===== config.mk =====
export PLATFORM = sky130hd
export DESIGN_NAME = inst_fetch_queue
export DESIGN_NICKNAME = d
export VERILOG_FILES = /design/src/rtl/inst_fetch_queue.sv
export SDC_FILE = /design/constraint.sdc
export NUM_CORES = 1
export LEC_CHECK = 0
export ABC_CLOCK_PERIOD_IN_PS = 4000
export CORE_UTILIZATION = 56
export DETAILED_ROUTE_END_ITERATION = 6
export GPL_TIMING_DRIVEN = 0
export PLACE_DENSITY_LB_ADDON = 0.08
export SLEW_MARGIN = 40
export SYNTH_ARGS = -nofsm -noshare
export SYNTH_HDL_FRONTEND = slang
export SYNTH_SLANG_ARGS = --single-unit

===== constraint.sdc =====
create_clock -name i_clk -period 4 [get_ports i_clk]
set_clock_uncertainty 0.05 [all_clocks]
set_input_delay 0.4 -clock i_clk [delete_from_list [all_inputs] [get_ports i_clk]]
set_output_delay 0.4 -clock i_clk [all_outputs]
set_load 0.01 [all_outputs]

===== src/rtl/inst_fetch_queue.sv =====
// Instruction fetch queue: issues in-order word fetches to instruction memory, buffers
// returned words with their PCs, and flushes/discards stale responses on redirect.
module inst_fetch_queue #(
    parameter int          DEPTH    = 4,
    parameter logic [31:0] RESET_PC = 32'h0
) (
    input  logic        i_clk,
    input  logic        i_rstn,
    output logic        o_im_req,
    output logic [31:0] o_im_addr,
    input  logic        i_im_gnt,
    input  logic        i_im_rvalid,
    input  logic [31:0] i_im_rdata,
    input  logic        i_redirect,
    input  logic [31:0] i_redirect_pc,
    output logic        o_inst_valid,
    output logic [31:0] o_inst,
    output logic [31:0] o_inst_pc,
    input  logic        i_inst_ready
);

    localparam int          CW        = $clog2(DEPTH + 1);
    localparam int          PW        = $clog2(DEPTH);
    localparam logic [CW:0] FULL_FILL = (CW + 1)'(DEPTH);
    localparam logic [31:0] NOP       = 32'h0000_0013;

    logic [31:0]   r_fetch_pc;
    logic [31:0]   r_resp_pc;
    logic [CW-1:0] r_occ;
    logic [CW-1:0] r_outst;
    logic [CW-1:0] r_disc;
    logic [PW-1:0] r_wptr;
    logic [PW-1:0] r_rptr;
    logic [31:0]   r_mem_inst [DEPTH];
    logic [31:0]   r_mem_pc   [DEPTH];

    logic          w_issue;
    logic          w_resp;
    logic          w_push;
    logic          w_pop;
    logic [CW:0]   w_fill;
    logic [31:0]   w_redirect_pc;

    // A request is only offered when a FIFO slot is guaranteed for its response.
    assign w_fill        = {1'b0, r_occ} + {1'b0, r_outst};
    assign o_im_req      = i_rstn & (w_fill < FULL_FILL) & ~i_redirect;
    assign o_im_addr     = r_fetch_pc;
    assign w_redirect_pc = {i_redirect_pc[31:2], 2'b00};

    assign w_issue = o_im_req & i_im_gnt;
    assign w_resp  = i_im_rvalid & (r_outst != '0);
    assign w_push  = w_resp & (r_disc == '0) & ~i_redirect;
    assign w_pop   = o_inst_valid & i_inst_ready;

    assign o_inst_valid = (r_occ != '0);
    assign o_inst       = o_inst_valid ? r_mem_inst[r_rptr] : NOP;
    assign o_inst_pc    = o_inst_valid ? r_mem_pc[r_rptr]   : 32'h0;

    // Responses already in flight at a redirect still return and must be discarded.
    always_ff @(posedge i_clk or negedge i_rstn) begin
        if (!i_rstn) begin
            r_fetch_pc <= RESET_PC;
            r_resp_pc  <= RESET_PC;
            r_occ      <= '0;
            r_outst    <= '0;
            r_disc     <= '0;
            r_wptr     <= '0;
            r_rptr     <= '0;
        end else if (i_redirect) begin
            r_fetch_pc <= w_redirect_pc;
            r_resp_pc  <= w_redirect_pc;
            r_occ      <= '0;
            r_wptr     <= '0;
            r_rptr     <= '0;
            r_outst    <= r_outst - CW'(w_resp);
            r_disc     <= r_outst - CW'(w_resp);
        end else begin
            if (w_issue) begin
                r_fetch_pc <= r_fetch_pc + 32'd4;
            end
            if (w_push) begin
                r_resp_pc <= r_resp_pc + 32'd4;
                r_wptr    <= r_wptr + PW'(1);
            end
            if (w_pop) begin
                r_rptr <= r_rptr + PW'(1);
            end
            r_occ   <= r_occ + CW'(w_push) - CW'(w_pop);
            r_outst <= r_outst + CW'(w_issue) - CW'(w_resp);
            if (w_resp && (r_disc != '0)) begin
                r_disc <= r_disc - CW'(1);
            end
        end
    end

    always_ff @(posedge i_clk) begin
        if (w_push) begin
            r_mem_inst[r_wptr] <= i_im_rdata;
            r_mem_pc[r_wptr]   <= r_resp_pc;
        end
    end

    a_credit : assert property (@(posedge i_clk) disable iff (!i_rstn) w_fill <= FULL_FILL);
    a_disc   : assert property (@(posedge i_clk) disable iff (!i_rstn) r_disc <= r_outst);
    a_nofull : assert property (@(posedge i_clk) disable iff (!i_rstn)
                                !(w_push && (r_occ == CW'(DEPTH))));
    a_proto  : assert property (@(posedge i_clk) disable iff (!i_rstn)
                                !(i_im_rvalid && (r_outst == '0)));

endmodule


Word level (Yosys, flattened, before mapping)
Memories as Yosys holds them, arrays and structs flattened.
Index checks and enable logic that the tools add are counted.
W data, S select, Z words.
{"block": "totals", "elab_cells": 54, "memories": 2, "regBits": 77, "latch_bits": 0, "ram_bits": 256, "romBits": 0, "output_inout_bits": 98, "input_bits": 70}
{"memory": "r_mem_inst", "depth": 4, "word_bits": 32, "read_ports": 1, "rd_clocked_by_memory_dff": 0, "wr": 1, "line_no": "34", "text": "logic [31:0] r_mem_inst [DEPTH];"}
{"memory": "r_mem_pc", "depth": 4, "word_bits": 32, "read_ports": 1, "rd_clocked_by_memory_dff": 0, "wr": 1, "line_no": "35", "text": "logic [31:0] r_mem_pc [DEPTH];"}
{"block": "op_classes", "reduce_logical": 9, "bitwise": 8, "magnitude_cmp": 1, "multipliers": 0, "muxes": 16, "eq_ne": 0, "n_addsub": 11, "n_div": 0, "shift": 0}
{"operator": "$mux W32", "n": 6}
{"operator": "$add A32 B3 Y32 const B", "n": 2}
{"operator": "$mux W3", "n": 4}
{"operator": "$reduce_bool A3 Y1", "n": 3}
{"operator": "$sub A3 B1 Y3", "n": 3}
{"operator": "$mux W2", "n": 4}
{"operator": "$reduce_bool A2 Y1", "n": 4}
{"operator": "$and A1 B1 Y1", "n": 7}
{"operator": "$add A3 B1 Y3", "n": 2}
{"operator": "$add A2 B1 Y2 const B", "n": 2}
{"operator": "$add A3 B3 Y4", "n": 1}
{"operator": "$lt A4 B3 Y1 const B", "n": 1}
{"operator": "$logic_not A3 Y1", "n": 1}
{"operator": "$sub A3 B1 Y3 const B", "n": 1}
{"operator": "$mux W1", "n": 2}
{"operator": "$logic_and A1 B1 Y1", "n": 1}
{"operator": "$not A1 Y1", "n": 1}

Depth between registers and ports, before layout
Gate-level depths: netlist (run 1).
{"block": "logic_depth", "depth_word": 8, "depth_mapped": 14, "depth_no_buf": 13}

Worst setup path after synthesis (run 1)
OpenSTA, ideal clock, no wires.
{"block": "synth_path", "path_kind": "reg2reg", "startpoint": "reg r_disc[0]", "endpoint": "mem r_mem_inst[0][0], enable pin", "setup_time_ps": 427, "period_less_slack_ps": 3355, "stages_incl_launch_ff": 8, "t_required_ps": 3523, "setup_slack_ps": 645, "arrival_time_ps": 2879, "path_buffers": 1, "path_cell_list": "dfrtp_1 inv_1 ha_1 nand3b_1 or2_2 clkbuf_1 nor2_1 and2_1"}
{"block": "synth_via", "elab_chain_cells": 5}
{"element": "from (decl)", "line_no": "31", "text": "logic [CW-1:0] r_disc;"}
{"element": "from (signal assigned)", "line_no": "76", "text": "r_disc <= r_outst - CW'(w_resp);"}
{"element": "from (signal assigned)", "line_no": "91", "text": "r_disc <= r_disc - CW'(1);"}
{"element": "$logic_not A3 Y1", "line_no": "52", "text": "assign w_push = w_resp & (r_disc == '0) & ~i_redirect;"}
{"element": "$and A1 B1 Y1 (2 in a row)", "line_no": "52"}
{"element": "$mux W1", "line_no": "97", "text": "if (w_push) begin"}
{"element": "$mux W1 (implied by the code)", "line_no": "98", "text": "r_mem_inst[r_wptr] <= i_im_rdata;"}
{"element": "to (decl)", "line_no": "34"}
Every way passes these cells.

Worst setup path in the final report (run 1)
{"block": "layout_path", "startpoint": "reg r_rptr[0]", "endpoint": "out o_inst_pc[22]"}
{"block": "layout_via", "elab_chain_cells": 2}
{"element": "from (decl)", "line_no": "33", "text": "logic [PW-1:0] r_rptr;"}
{"element": "from (signal assigned)", "line_no": "86", "text": "r_rptr <= r_rptr + PW'(1);"}
{"element": "$mem_v2 Z4 W32"}
{"element": "$mux W32", "line_no": "57", "text": "assign o_inst_pc = o_inst_valid ? r_mem_pc[r_rptr] : 32'h0;"}
{"element": "to (decl)", "line_no": "18", "text": "output logic [31:0] o_inst_pc,"}
Every way passes these cells.

==> flow_metrics.env, run 1 <==
export IMPL_ir_drop_mv=0.2959
export IMPL_grt_max_degree=42
export IMPL_post_cts_buffers=0
export IMPL_clk_latency_ps=500
export IMPL_ant_nets=0
export IMPL_setup_viol=0
export IMPL_synthFlopType="edfxtp_1"
export IMPL_synthArstFlopShare_pct=22.74
export IMPL_place_area_um2=15780
export IMPL_crit_chain="clkbuf_1 -> buf_2 -> mux4_2 -> and2_1 -> clkdlybuf4s50_1"
export IMPL_first_pass_iters=6
export IMPL_htree_levels=2
export IMPL_row_count=56
export IMPL_antenna_found_initial=1
export IMPL_routed_wl_um=28520
export IMPL_cap_violations=0
export IMPL_path_max_fanout=10
export IMPL_clock_path_buffers=3
export IMPL_rsz0062_at_grt="no"
export IMPL_critPathArrivalTime_ps=3050
export IMPL_fin_hold_ws_ps=297.6
export IMPL_worst_slew_pin_slew_ps=775.2
export IMPL_drt_iter0_drc=525
export IMPL_synth_area_leaders="edfxtp_1, dfrtp_1, mux4_2, and2_1, xnor2_1"
export IMPL_synth_edf_count=248
export IMPL_grt_ovfl_total=0
export IMPL_synthDistinctLibCells=50
export IMPL_die_h_um=158.0
export IMPL_wl_per_cell_um=20.26
export IMPL_grt_pass1_wl_um=44750
export IMPL_via_per_inst=5.717
export IMPL_portBuffers=160
export IMPL_finalSetupTns_ps=0
export IMPL_synth_seq_cells=321
export IMPL_fin_util_pct=71.27
export IMPL_cts_tree="built"
export IMPL_slew_violations=0
export IMPL_numCtsBuffers=34
export IMPL_place_congestion=0.8953
export IMPL_power_leakage_nw=5.767
export IMPL_dp_cells=1346
export IMPL_required_ps=3550
export IMPL_end_kind="output pin"
export IMPL_cp_slowest_stage_delay_ps=580
export IMPL_clkTransAtPathRegs_ps=60
export IMPL_yosys_area_top_type="edfxtp_1"
export IMPL_synth_top_area_share_pct=54.66
export IMPL_max_freq_mhz=285.4
export IMPL_initial_core_util_pct=57.53
export IMPL_hold_class="in -> async"
export IMPL_drc_errors=0
export IMPL_power_density_nw_per_um2=570.2
export IMPL_netlist_area_um2=13630
export IMPL_stdcell_count=1408
export IMPL_period_needed_ps=3504
export IMPL_slew_headroom_pct=48.04
export IMPL_cp_slowest_cell="mux4_2"
export IMPL_synthMostInstantiatedCell="edfxtp_1"
export IMPL_cp_start_kind="register"
export IMPL_final_nets=1151
export IMPL_design_area_um2=16880
export IMPL_status="completed"
export IMPL_yosys_top_cells_count="edfxtp_1, dfrtp_1, and2_1, mux4_2, nand2_1"
export IMPL_die_w_um=158.0
export IMPL_grt_pass1_vias=8048
export IMPL_pin_count=168
export IMPL_path_class="reg -> out"
export IMPL_dp_final_hpwl_um=18940
export IMPL_cts_sinks=321
export IMPL_via_count=8050
export IMPL_ys_seq_area_share_pct=68.06
export IMPL_core_um2=23680
export IMPL_synth_yosys_warnings=0
export IMPL_dieArea_um2=24960
export IMPL_track_usage_pct=24.05
export IMPL_area_growth_pct=23.88
export IMPL_drive_above_1_share_pct=14.51
export IMPL_n_antenna_cell=0
export IMPL_fin_crit_sh_pct=87.61
export IMPL_root_buffer="clkbuf_16"
export IMPL_synthCells=858
export IMPL_synth_avg_cell_area_um2=15.88
export IMPL_hold_viol_final=0
## path summary, 6_finish.rpt
check	from	endpoint	slack [ps]	depth (start not counted)
worst min register to register	o_im_addr[14]	o_im_addr[14]	490	1
worst min-delay path	i_rstn	o_im_addr[18]	300	2
worst max register to register	r_disc[0]	r_occ[2]	890	14
min in group i_clk	i_redirect	o_im_addr[7]	340	3
max in group asynchronous	i_rstn	r_rptr[0]	3130	3
worst max-delay path	r_rptr[0]	o_inst_pc[22]	500	5
## cells by family after synthesis
logic type / Yosys count / synth area share (%)
fa+ha+maj: 18 / 1.763
flops: 321 / 68.06
mux: 70 / 10.88
xor+xnor: 43 / 2.764
simple gates: 247 / 10.19
other cells: 1 / 0.02752
compound gates: 87 / 4.022
buf+inv: 71 / 2.286
## cell usage in the layout (no fill, tap or decap), types with 4 or more instances in the layout
master	instances
clkbuf_1	34
and2_1	62
buf_12	7
buf_4	7
nand2_1	51
clkbuf_16	37
dfrtp_1	73
a21boi_0	4
xor2_1	18
mux4_2	62
a31o_2	4
nand3_1	30
o211ai_1	15
inv_1	25
a31oi_1	4
and4_1	4
a21oi_1	6
clkdlybuf4s50_1	159
xnor2_1	25
edfxtp_1	248
nand4_1	21
clkinv_2	4
or3_1	8
o311ai_0	7
mux2_2	5
nor2_1	25
o21ai_0	39
buf_2	9
or2_2	5
conb_1	4
ha_1	16
and3_1	4
clkinv_1	9
and2_4	4
nor3_1	9
## through the flow
stage / total power [mW] / setup slack, ps
after CTS: 9.716 / 212.8
final: 9.624 / 495.6
after floorplan: 5.485 / 644.6
after global routing: 10.07 / 268.6
after detailed placement: 6.670 / 245.1
after global placement: 6.624 / -2220
## power breakdown
| part | switching, mW | total, mW | internal [mW] |
|---|---|---|---|
| Sequential | 0.195 | 3.99 | 3.80 |
| Clock | 1.22 | 3.04 | 1.81 |
| Combinational | 1.18 | 2.60 | 1.42 |
## area by class of cell
class | count | area, um^2
buffer | 44 | 210.2
clock buffer | 45 | 955.9
clock inverter | 17 | 130.1
fill | 1584 | 6804
inverter | 26 | 97.59
multi-input combinational | 469 | 4070
sequential | 321 | 9274
tap | 319 | 399.1
timing repair buffer | 167 | 1742
## state kept, by name, summed over array words and instances (netlist names)
| signal | cells |
|---|---|
| r_outst | 3 |
| r_wptr | 2 |
| r_mem_inst | 128 |
| r_rptr | 2 |
| r_disc | 3 |
| o_im_addr | 30 |
| r_resp_pc | 30 |
| r_mem_pc | 120 |
| r_occ | 3 |
## per-layer routing
metal	share of wire (%)	global-route usage, %	vias to the layer above
li1	-	-	3691
met1	43	33.54	3999
met2	49	39.44	315
met3	6.0	4.216	43
met4	1.9	6.593	2
met5	0.046	0	-
## what timing repair did
action                                  in CTS  in global routing
endpoints found under the setup margin       0                  1
gates resized for setup                      0                  3
hold endpoints to repair                    33                  0
hold buffers                                 1                  0
## critical path: cells and delay by family (launching register included)
kind / cells / cell delay [ps]
flip-flops: 1 / 320
multiplexers: 1 / 580
buffers and inverters: 3 / 1470
AND/OR/NAND/NOR: 1 / 180
No activity file was read; power rests on OpenSTA's default activity.
==> run 2, diff against run 1 <==
--- a/config.mk
+++ b/config.mk
@@ -5,8 +5,10 @@
 export SDC_FILE = /design/constraint.sdc
 export NUM_CORES = 1
 export LEC_CHECK = 0
-export ABC_CLOCK_PERIOD_IN_PS = 4000
-export CORE_UTILIZATION = 56
+export ABC_CLOCK_PERIOD_IN_PS = 3700
+export CELL_PAD_IN_SITES_DETAIL_PLACEMENT = 0
+export CELL_PAD_IN_SITES_GLOBAL_PLACEMENT = 2
+export CORE_UTILIZATION = 40
 export DETAILED_ROUTE_END_ITERATION = 6
 export GPL_TIMING_DRIVEN = 0
 export PLACE_DENSITY_LB_ADDON = 0.08
==> constraint.sdc (replaced) <==
create_clock -name i_clk -period 3.7 [get_ports i_clk]
set_clock_uncertainty 0.05 [all_clocks]
set_input_delay 0.37 -clock i_clk [delete_from_list [all_inputs] [get_ports i_clk]]
set_output_delay 0.37 -clock i_clk [all_outputs]
set_load 0.01 [all_outputs]
==> run 2 against run 1 <==
Combinational power increased by 7%. Via count shrank 1.7%. Register-to-register slack lost 310 ps. Count of clock-buffer cells in the layout unchanged. Sequential share of layout area fell by 1.1 points. Non-clock buffer count up 3. Core utilization fell by 20 points. Global-route usage decreased by 6.0 points. Critical path type unchanged. Critical endpoint is now o_inst_pc[27].
==> flow_metrics.env, run 2 (synthesized netlist as in run 1, its figures left out) <==
export IMPL_status="completed"
export IMPL_power_density_nw_per_um2=623.2
export IMPL_reg_top3="r_mem_inst (128), r_mem_pc (120)"
export IMPL_critPathArrivalTime_ps=2920
export IMPL_setup_viol=0
export IMPL_row_count=67
export IMPL_die_h_um=186.6
export IMPL_grt_pass1_wl_um=48490
export IMPL_ir_drop_mv=0.3448
export IMPL_via_per_inst=5.130
export IMPL_largest_reg_flops=128
export IMPL_hold_class="in -> async"
export IMPL_layout_commonest_cell="edfxtp_1"
export IMPL_dp_final_hpwl_um=21150
export IMPL_core_um2=33530
export IMPL_regMostFlops="r_mem_inst"
export IMPL_grt_ovfl_total=0
export IMPL_drt_iter0_drc=363
export IMPL_numCtsBuffers=36
export IMPL_dieArea_um2=34810
export IMPL_final_nets=1156
export IMPL_track_usage_pct=18.10
export IMPL_die_w_um=186.6
export IMPL_max_freq_mhz=299.4
export IMPL_htree_levels=2
export IMPL_cap_violations=0
export IMPL_ant_nets=0
export IMPL_slew_violations=0
export IMPL_cts_sinks=321
export IMPL_root_buffer="clkbuf_16"
export IMPL_path_class="reg -> out"
export IMPL_fin_crit_sh_pct=90.28
export IMPL_grt_pass1_vias=8023
export IMPL_fin_hold_ws_ps=313.8
export IMPL_drc_errors=0
export IMPL_slew_headroom_pct=48.23
export IMPL_end_kind="output pin"
export IMPL_required_ps=3280
export IMPL_hold_viol_final=0
export IMPL_period_needed_ps=3341
export IMPL_n_antenna_cell=0
export IMPL_wl_per_cell_um=19.94
export IMPL_initial_core_util_pct=40.63
export IMPL_rsz0062_at_grt="no"
export IMPL_final_cell_mix="edfxtp_1, clkdlybuf4s50_1, dfrtp_1"
export IMPL_clock_path_buffers=3
export IMPL_grt_max_degree=38
export IMPL_cts_tree="built"
export IMPL_clkTransAtPathRegs_ps=60
export IMPL_path_max_fanout=10
export IMPL_cp_start_kind="register"
export IMPL_worst_slew_pin_slew_ps=772.4
export IMPL_pin_count=168
export IMPL_clk_latency_ps=510
export IMPL_antenna_found_initial=0
export IMPL_fin_util_pct=51.40
export IMPL_portBuffers=160
export IMPL_first_pass_iters=5
export IMPL_routed_wl_um=30750
export IMPL_via_count=7910
export IMPL_place_congestion=0.7790
export IMPL_area_growth_pct=26.49
export IMPL_drive_above_1_share_pct=15.54
export IMPL_power_leakage_nw=5.855
-- run 2: changes by cell type in the layout (fill, tap and decap cells not counted), sizes merged --
cell	change
bufinv	+4
inv	+2
clkbuf	-1
clkinv	-5
buf	+4
clkinvlp	+1
-- run 2: path summary, 6_finish.rpt --
check / cells past startpoint / slack (ps) / to / start
worst max-delay path: 5 / 360 / o_inst_pc[27] / r_rptr[1]
worst min-delay path: 3 / 310 / o_im_addr[11] / i_rstn
worst max register to register: 12 / 580 / r_outst[2] / r_outst[2]
worst min register to register: 1 / 520 / o_im_addr[14] / o_im_addr[14]
max in group asynchronous: 3 / 3040 / r_resp_pc[7] / i_rstn
min in group i_clk: 3 / 340 / o_im_addr[8] / i_redirect
-- run 2: metal layers --
metal  wire (um)  global-route usage [%]
met1       14290                   25.68
met2       14580                   29.16
met3        1450                   3.084
met4         430                   4.351
met5           0                       0
-- run 2: cell type report --
type	instances	area, um^2
Buffer	43	206.4
Inverter	26	97.59
Clock buffer	45	955.9
Fill cell	2841	16300
Tap cell	448	560.5
Clock inverter	19	252.7
Timing Repair Buffer	171	1813
Sequential cell	321	9274
Multi-Input combinational cell	469	4075
-- run 2: worst max-delay path, cell delays in order, from the launching register on --
cell             delay (ps)
dfrtp_1                 310
clkbuf_1                440
clkbuf_1                560
mux4_2                  390
and2_1                  190
clkdlybuf4s50_1         520
-- run 2: repair_timing --
action / CTS / global route
resized for setup: 0 / 0
endpoints found under the setup margin: 0 / 27
endpoints found under the hold margin: 37 / 0
hold buffers: 2 / 0
setup buffers: 0 / 0
-- run 2: power breakdown --
| group | internal, mW | switching (mW) |
|---|---|---|
| sequential | 4.11 | 0.233 |
| combinational | 1.53 | 1.25 |
| clock | 2.25 | 1.37 |
| total | 7.89 | 2.85 |
-- run 2: stage by stage --
step / instance area [um^2] / power, mW / setup TNS (ps) / instances / setup slack, ps
after floorplan: 13640 / 5.929 / 0 / 861 / 344.6
final: 17240 / 10.74 / 0 / 1542 / 359.5
after global routing: 17240 / 11.28 / 0 / 1542 / 181.0
after CTS: 17240 / 10.94 / 0 / 1544 / 44.39
after detailed placement: 16000 / 7.264 / -178.9 / 1478 / -178.9
after global placement: 15800 / 7.243 / -467910 / 1469 / -2852
==> run 3, diff against run 2 <==
--- a/config.mk
+++ b/config.mk
@@ -6,6 +6,7 @@
 export NUM_CORES = 1
 export LEC_CHECK = 0
 export ABC_CLOCK_PERIOD_IN_PS = 3700
+export CAP_MARGIN = 20
 export CELL_PAD_IN_SITES_DETAIL_PLACEMENT = 0
 export CELL_PAD_IN_SITES_GLOBAL_PLACEMENT = 2
 export CORE_UTILIZATION = 40
==> results of run 3 <==
The final DEF is identical to that of run 2; final timing and power are the same.
